$ cat src/rtl/input_ram_seq.sv
// Read sequencer for the dual-word input RAM: streams pairs 0..LAST with valid/ready
// and owns the RAM reload strobe. Optional macro INPUT_RAM_SEQ_LEN_EN adds a runtime length.
module input_ram_seq #(
  parameter  int R  = 16,
  localparam int IW = $clog2(R) - 1
) (
  input  logic          clk,
  input  logic          rst,
  input  logic          start,
  input  logic          reload,
  input  logic          pair_ready,
`ifdef INPUT_RAM_SEQ_LEN_EN
  input  logic [IW:0]   len,
`endif
  output logic [IW-1:0] i,
  output logic          ram_rst,
  output logic          pair_valid,
  output logic [IW-1:0] pair_idx,
  output logic          busy,
  output logic          done
);

  typedef enum logic [2:0] {S_IDLE, S_RELOAD, S_PRIME, S_STREAM, S_DONE} state_t;

  localparam logic [IW-1:0] LAST_FULL = IW'(R/2 - 1);

  state_t        r_state, w_next;
  logic [IW-1:0] r_cnt;
  logic [IW-1:0] w_last;
  logic          w_hs;
  logic          w_go;
  logic          w_at_last;

`ifdef INPUT_RAM_SEQ_LEN_EN
  logic [IW-1:0] r_last;
  logic [IW:0]   w_len_c;
  // Lengths beyond the RAM's pair count are clamped rather than wrapped.
  assign w_len_c = (len > (IW+1)'(R/2)) ? (IW+1)'(R/2) : len;
  assign w_last  = r_last;
`else
  assign w_last  = LAST_FULL;
`endif

  assign w_go      = (r_state == S_IDLE) && !reload && start;
  assign w_hs      = (r_state == S_STREAM) && pair_ready;
  assign w_at_last = (r_cnt == w_last);

  always_ff @(posedge clk) begin
    if (rst) begin
      r_state <= S_IDLE;
      r_cnt   <= '0;
`ifdef INPUT_RAM_SEQ_LEN_EN
      r_last  <= LAST_FULL;
`endif
    end else begin
      r_state <= w_next;
      if (w_go) begin
        r_cnt  <= '0;
`ifdef INPUT_RAM_SEQ_LEN_EN
        r_last <= IW'(w_len_c - (IW+1)'(1));
`endif
      end else if (w_hs) begin
        r_cnt <= w_at_last ? '0 : r_cnt + IW'(1);
      end
    end
  end

  always_comb begin
    w_next = r_state;
    case (r_state)
      S_IDLE: begin
        if (reload)     w_next = S_RELOAD;
        else if (start) begin
`ifdef INPUT_RAM_SEQ_LEN_EN
          w_next = (len == '0) ? S_DONE : S_PRIME;
`else
          w_next = S_PRIME;
`endif
        end
      end
      S_RELOAD: w_next = S_IDLE;
      S_PRIME:  w_next = S_STREAM;
      S_STREAM: if (w_hs && w_at_last) w_next = S_DONE;
      S_DONE:   w_next = S_IDLE;
      default:  w_next = S_IDLE;
    endcase
  end

  // Address runs one pair ahead while the consumer accepts, so the registered
  // RAM read lands exactly when the next pair is presented.
  always_comb begin
    i          = '0;
    pair_valid = 1'b0;
    busy       = 1'b0;
    done       = 1'b0;
    case (r_state)
      S_PRIME:  busy = 1'b1;
      S_STREAM: begin
        busy       = 1'b1;
        pair_valid = 1'b1;
        i          = (pair_ready && !w_at_last) ? r_cnt + IW'(1) : r_cnt;
      end
      S_DONE:   done = 1'b1;
      default:  ;
    endcase
  end

  assign pair_idx = r_cnt;
  assign ram_rst  = rst | (r_state == S_RELOAD);

endmodule
$ cat config.mk
export PLATFORM = sky130hd
export DESIGN_NAME = input_ram_seq
export DESIGN_NICKNAME = d
export VERILOG_FILES = /design/src/rtl/input_ram_seq.sv
export SDC_FILE = /design/constraint.sdc
export NUM_CORES = 1
export LEC_CHECK = 0
export BUFFER_PORTS_ARGS = -buffer_cell sky130_fd_sc_hd__buf_4
export CORE_AREA = 5 5 42 44
export CTS_CLUSTER_SIZE = 14
export DETAILED_ROUTE_END_ITERATION = 10
export DIE_AREA = 0 0 47 49
export PLACE_DENSITY = 0.56
export SLEW_MARGIN = 5
export SYNTH_ARGS = -nofsm -noshare
export SYNTH_HDL_FRONTEND = slang
export SYNTH_SLANG_ARGS = --single-unit
$ cat constraint.sdc
create_clock -name clk -period 3.2 [get_ports clk]
set_input_delay 0.32 -clock clk [delete_from_list [all_inputs] [get_ports clk]]
set_output_delay 0.32 -clock clk [all_outputs]
set_load 0.01 [all_outputs]
==> results of run 1 <==
## power breakdown
| part | switching (W) | leakage [nW] | internal, W |
|---|---|---|---|
| logic | 0.0000109 | 0.182 | 0.0000124 |
| clock network | 0.0000277 | 0.0138 | 0.0000425 |
| registers | 0.00000378 | 0.0488 | 0.0000773 |
## layer usage
layer,up-vias,part of all wire (%),routed length [um]
li1,177,-,-
met1,148,47,373
met2,10,47,372
met3,2,5.4,43
met4,0,1.4,11
met5,-,0,0
## sequential cells by signal, indices dropped and copies added (netlist names)
| signal | cells |
|---|---|
| pair_idx | 3 |
| r_state | 3 |
## synth_stat cells, drive strengths merged
cell type | count | area share, %
a21boi | 1 | 2.2
nand2 | 5 | 5.4
dfxtp | 6 | 35
nor3b | 1 | 2.2
xnor2 | 1 | 2.5
a21oi | 3 | 5.4
nand4b | 1 | 4.3
inv | 2 | 2.2
nor2 | 6 | 6.5
nor2b | 3 | 5.4
nor3 | 1 | 1.4
or3b | 1 | 2.5
a21o | 1 | 2.2
mux2i | 3 | 8.7
a31o | 1 | 2.5
ha | 2 | 7.2
or3 | 1 | 1.8
o21ai | 2 | 2.9
## path summary, 6_finish.rpt
kind | startpoint | end | slack, ps | cells after the start
worst max-delay path | pair_idx[0] | i[1] | 1150 | 6
worst min-delay path | rst | r_state[2] | 270 | 2
worst max register to register | pair_idx[0] | pair_idx[1] | 1850 | 4
worst min register to register | pair_idx[1] | pair_idx[1] | 500 | 2
## critical path: cells and delay by family (launching register included)
family                     cells  cell delay [ps]
buffers and inverters          1              140
muxes                          1              220
adders and majority gates      2              420
and+or+nand+nor                2              340
DFF                            1              350
## area by class of cell
cell class	instances	area (um^2)	share of cell area [%]
inverter	2	7.507	1.519
clock buffer	3	22.52	4.557
multi-input combinational	33	219.0	44.30
sequential	6	120.1	24.30
tap	16	20.02	4.051
timing repair buffer	14	105.1	21.27
## kinds of logic after synthesis
group | after synthesis | synth area share (%)
xor+xnor | 1 | 2.528
mux | 3 | 8.665
fa+ha+maj | 2 | 7.219
simple gates | 19 | 29.60
compound gates | 8 | 15.17
buf+inv | 2 | 2.167
flops | 6 | 34.66
## metrics by stage
step                      hold WS [ps]  total power, W
final                            270.5       0.0001746
after global routing             277.1       0.0001851
after CTS                        266.8       0.0001776
after detailed placement         490.4       0.0001062
after global placement           495.3       0.0001061
after floorplan                  398.1      0.00009439
==> summary.md, run 1 <==
| Metric | Value |
|---|---|
| Yosys warning total | `0` |
| Via count | `between 300 and 400` |
| Critical Path AT | `approximately 1700 ps` |
| Post-CTS Hold Buffers | `0` |
| CTS tree | `done` |
| Via density | `4.554` |
| Die area | `between 2000 and 2500 um^2` |
| Post-detail-place hpwl | `roughly 630 um` |
| Core ar. | `roughly 1400 um^2` |
| Die Span Y | `roughly 49 um` |
| Boundary pin count | `15` |
| Routing usage on met3 | `under 10%` |
| CP max stage cell | `dfxtp_1` |
| Final Net Count | `67` |
| Post-synth cell types | `19` |
| Worst Setup Slack, final | `~1200 ps` |
| Setup_tns | `0 ps` |
| Startpoint Class | `flop` |
| GR peak layer | `met2` |
| Final period util | `63.93%` |
| Final Cell Area | `just under 500 um^2` |
| Least-Margin Pin Slew | `about 320 ps` |
| GR Layer Usage met1 | `a little over a tenth` |
| FMAX | `488.8 MHz` |
| Hold Path Class | `in2reg` |
| Gpl congestion | `0.7223` |
| Critical-path cell list | `ha_1, ha_1, nor2b_1, mux2i_1, nor2_1, buf_4` |
| Post-Syn Area | `around 350 um^2` |
| Slowest stage delay, CP | `roughly 350 ps` |
| Vias in the first global route | `~320` |
| Total of max-cap violations | `0` |
| Cell Count, Final, Fillers Out | `between 70 and 80` |
| Worst vdd ir | `roughly 0.16 mV` |
| Required time of the critical path | `between 2000 and 3000 ps` |
| Post-Syn Nets | `48` |
| GR Util met2 | `between 10% and 20%` |
| Port-buffer cells | `14` |
| Setup CP Type | `reg2out` |
| N_diodes | `0` |
| Most common cell after layout, fill and taps aside | `buf_4` |
| WL/cell | `roughly 11 um` |
| Pwr Density | `approximately 350 nW/um^2` |
| Status | `complete, no violations` |
| DP Worst Slack | `around 1400 ps` |
| Wirelength, routed | `800 um` |
| Slew headroom | `about 79%` |
| Cts bufs inserted | `3` |
| First-pass GRT wire length | `around 1400 um` |
| Worst-skew pair later-pin latency | `240 ps` |
| Drt pass-1 iters | `4` |
| Clk root buf | `clkbuf_4` |
| Area growth, synth to finish | `42.60%` |
| Starting density of the core | `between 20% and 30%` |
| RSZ-0062 raised after global routing | `false` |
| Cell repeated most along the worst path | `ha_1` |
| Final ANT Viol Nets | `0` |
| P_leak | `between 0.2 and 0.25 nW` |
| Fin util | `a little over a third` |
| Largest net degree at the start of global routing | `8` |
| DRC | `0` |
| Count of placed standard cells including taps | `a little over 70` |
| Die Wd | `approximately 47 um` |
| Max clock buf depth | `2` |
| Initial antenna violation count | `0` |
| Clk_skew | `roughly 3.1 ps` |
| Fin crit period | `2046 ps` |
| Crit path capture type | `output pin` |
| Fillers | `about 160` |
| Proportion of layout cells with a drive suffix above 1 | `34.48%` |
| Post-CTS Setup Bufs | `0` |
| Final setup viols | `0` |
| # H-tree levels | `1` |
| GRT Util Overall | `under 10%` |
| Final Max Slew Viols | `0` |
| Crit Path Max Fanout | `5` |
| Total gr overflow | `0` |
| 1st-iter DRT viols | `25` |
| FF+latch count, synth | `6` |
| Post-synthesis sequential area ratio | `between 30 and 40%` |
| Post-CTS Resized | `0` |
| Row count | `14` |
| Placed cell area | `about 470 um^2` |
| Avg Cell Area, Syn | `~8.5 um^2` |
| CTS clock-pin slew for the worst setup and hold paths | `~50 ps` |
| Commonest non-fill, non-tap cells in the layout | `14 x buf_4, 6 x nor2_1, 6 x dfxtp_1` |
| Syn Inst Count | `41` |
| Final Hold Vio Count | `0` |
| Clock Sinks | `6` |
No activity file was read; power rests on OpenSTA's default activity.
==> run 2: changes to the inputs <==
- PLACE_DENSITY: 0.56 -> 0.58
- clock period: 3.2 -> 1.8 ns (I/O delays scaled with it)
==> run 2 against run 1 <==
  * Sequential share of layout area decreased by 1.4 points
  * Die area unchanged
  * Core utilization increased by 2.1 points
  * Clock skew about the same
  * Cell area increased by 6.1%
  * Total power increased by 79%
  * Critical path type unchanged
  * Highest routed layer unchanged
==> summary.md, run 2 (synthesis results as in run 1) <==
| Metric | Value |
|---|---|
| Switching share of total power | `around 24%` |
| Starting density of the core | `between 20% and 30%` |
| Die Span Y | `roughly 50 um` |
| Critical-path cell list | `ha_2, ha_4, nor2b_4, mux2i_1, nor2_1, buf_4` |
| Largest delay share family, worst path | `adder cells` |
| Via count | `about 350` |
| GR Util met2 | `around a tenth` |
| Worst vdd ir | `0.3516 mV` |
| Hold Path Class | `in2reg` |
| Fin crit period | `roughly 1700 ps` |
| GR peak layer | `met1` |
| Die Wd | `47 um` |
| Int Pwr | `~0.00024 W` |
| Status | `complete, no violations` |
| N_diodes | `0` |
| Gate power share | `between 10% and 20%` |
| Port-buffer cells | `14` |
| Routing usage on met3 | `around 6.3%` |
| Slew headroom | `a little under nine tenths` |
| FMAX | `between 500 and 600 MHz` |
| Least-Margin Pin Slew | `between 200 and 250 ps` |
| Post-CTS Hold Buffers | `0` |
| Largest net degree at the start of global routing | `8` |
| R2r setup slk | `between 500 and 600 ps` |
| R2R depth | `4` |
| Slowest stage delay, CP | `roughly 330 ps` |
| P_sw | `~0.000076 W` |
| Vias in the first global route | `322` |
| CTS tree | `done` |
| Clk root buf | `clkbuf_4` |
| Final Net Count | `between 60 and 70` |
| Startpoint Class | `flop` |
| # H-tree levels | `1` |
| Row count | `14` |
| CTS clock-pin slew for the worst setup and hold paths | `50 ps` |
| Core ar. | `approximately 1400 um^2` |
| Crit Path Max Fanout | `4` |
| Required time of the critical path | `about 1600 ps` |
| 1st-iter DRT viols | `6` |
| GRT Util Overall | `approximately 8.8%` |
| Cts bufs inserted | `3` |
| Commonest non-fill, non-tap cells in the layout | `15 x buf_4, 6 x nor2_1, 6 x dfxtp_1` |
| Final period util | `about 93%` |
| Die area | `2303 um^2` |
| Min-delay src | `rst` |
| Final setup viols | `0` |
| DRC | `0` |
| First-pass GRT wire length | `about 1400 um` |
| Crit. path cell count | `6` |
| Seq pwr share | `about 46%` |
| Worst flop-to-flop path endpoint | `pair_idx[1]` |
| Most common cell after layout, fill and taps aside | `buf_4` |
| Proportion of layout cells with a drive suffix above 1 | `between 40% and 50%` |
| Final Max Slew Viols | `0` |
| Final ANT Viol Nets | `0` |
| CP max stage cell | `dfxtp_1` |
| Design Power | `0.0003125 W` |
| Wirelength, routed | `just over 800 um` |
| Clock Sinks | `6` |
| Total of max-cap violations | `0` |
| Boundary pin count | `15` |
| Gpl congestion | `around 0.81` |
| Setup CP Type | `reg2out` |
| Clock share of power | `40.0%` |
| Reg2reg start | `pair_idx[1]` |
| Pwr Density | `596.1 nW/um^2` |
| Post-CTS Setup Bufs | `0` |
| Clk_skew | `approximately 3.5 ps` |
| Total gr overflow | `0` |
| Worst-skew pair later-pin latency | `approximately 250 ps` |
| Crit path capture type | `output pin` |
| P_leak | `roughly 0.25 nW` |
| Via density | `around 4.6` |
| Initial antenna violation count | `0` |
| Final Hold Vio Count | `0` |
| Max clock buf depth | `2` |
| Worst Hold Depth | `2` |
| WL/cell | `11.08 um` |
| Hold Path End | `r_state[2]` |
| Post-detail-place hpwl | `~670 um` |
| GR Layer Usage met1 | `10.18%` |
| Drt pass-1 iters | `4` |
| Critical Path AT | `about 1500 ps` |
| Setup_tns | `0 ps` |
| Buf/Inv on CP | `1` |
| Area growth, synth to finish | `51.26%` |
| RSZ-0062 raised after global routing | `false` |
## run 2: changes by cell type in the layout (fill, tap and decap cells not counted)
cell,change
ha_2,+1
nor2b_1,-1
buf_4,+1
nor2b_4,+1
ha_4,+1
ha_1,-2
## run 2: how the worst max path moves through the flow
| stage | slack, ps | end | start |
|---|---|---|---|
| 5_1_grt | 20 | i[2] | pair_idx[1] |
| 4_1_cts | 30 | i[1] | pair_idx[1] |
| 3_3_place_gp | 230 | i[2] | pair_idx[1] |
| 2_1_floorplan | 310 | i[1] | pair_idx[0] |
| 6_report | 130 | i[1] | pair_idx[1] |
| 3_5_place_dp | 200 | i[1] | pair_idx[1] |
## run 2: layout make-up
type                       count  area, um^2
inverter                       2       7.507
tap                           16       20.02
timing repair buffer          15       112.6
fill                         154       877.1
clock buffer                   3       22.52
multi-input combinational     33       241.5
sequential                     6       120.1
## run 2: power groups by stage
| stage | registers (W) | clock network (W) | logic [W] |
|---|---|---|---|
| floorplan | 0.000145 | 0 | 0.0000225 |
| global placement | 0.000147 | 0 | 0.0000428 |
| detailed placement | 0.000146 | 0 | 0.0000426 |
| CTS | 0.000144 | 0.000136 | 0.0000432 |
| global route | 0.000145 | 0.000146 | 0.0000479 |
| finish | 0.000144 | 0.000125 | 0.0000435 |
## run 2: stage by stage
| stage | utilization, % | cells | instance area, um^2 | hold WS [ps] | setup slack [ps] |
|---|---|---|---|---|---|
| after global routing | 37.41 | 75 | 524.3 | 110.3 | 23.68 |
| after floorplan | - | 41 | 346.6 | 258.1 | 309.7 |
| after detailed placement | 34.20 | 72 | 479.2 | 380.5 | 195.3 |
| after global placement | 34.20 | 72 | 479.2 | 381.8 | 232.2 |
| after CTS | 36.16 | 75 | 506.7 | 110.9 | 34.92 |
| final | 37.41 | 75 | 524.3 | 121.8 | 130.3 |
## run 2: worst reg2reg max path: cells and delay by family (launching register included)
family	cells	cell delay [ps]
DFF	1	330
adders and majority gates	2	360
and+or+nand+nor	1	370
AOI/OAI and AO/OA	1	130
## run 2: timing repair
item                                   in CTS  in global routing
resized for setup                           2                  3
setup endpoints to repair                   3                  2
endpoints found under the hold margin       0                  0
## run 2: metal layers
metal / vias up / part of all wire, %
met3: 4 / 10
met5: - / 0
met2: 10 / 43
met4: 0 / 4.2
li1: 181 / -
met1: 151 / 42
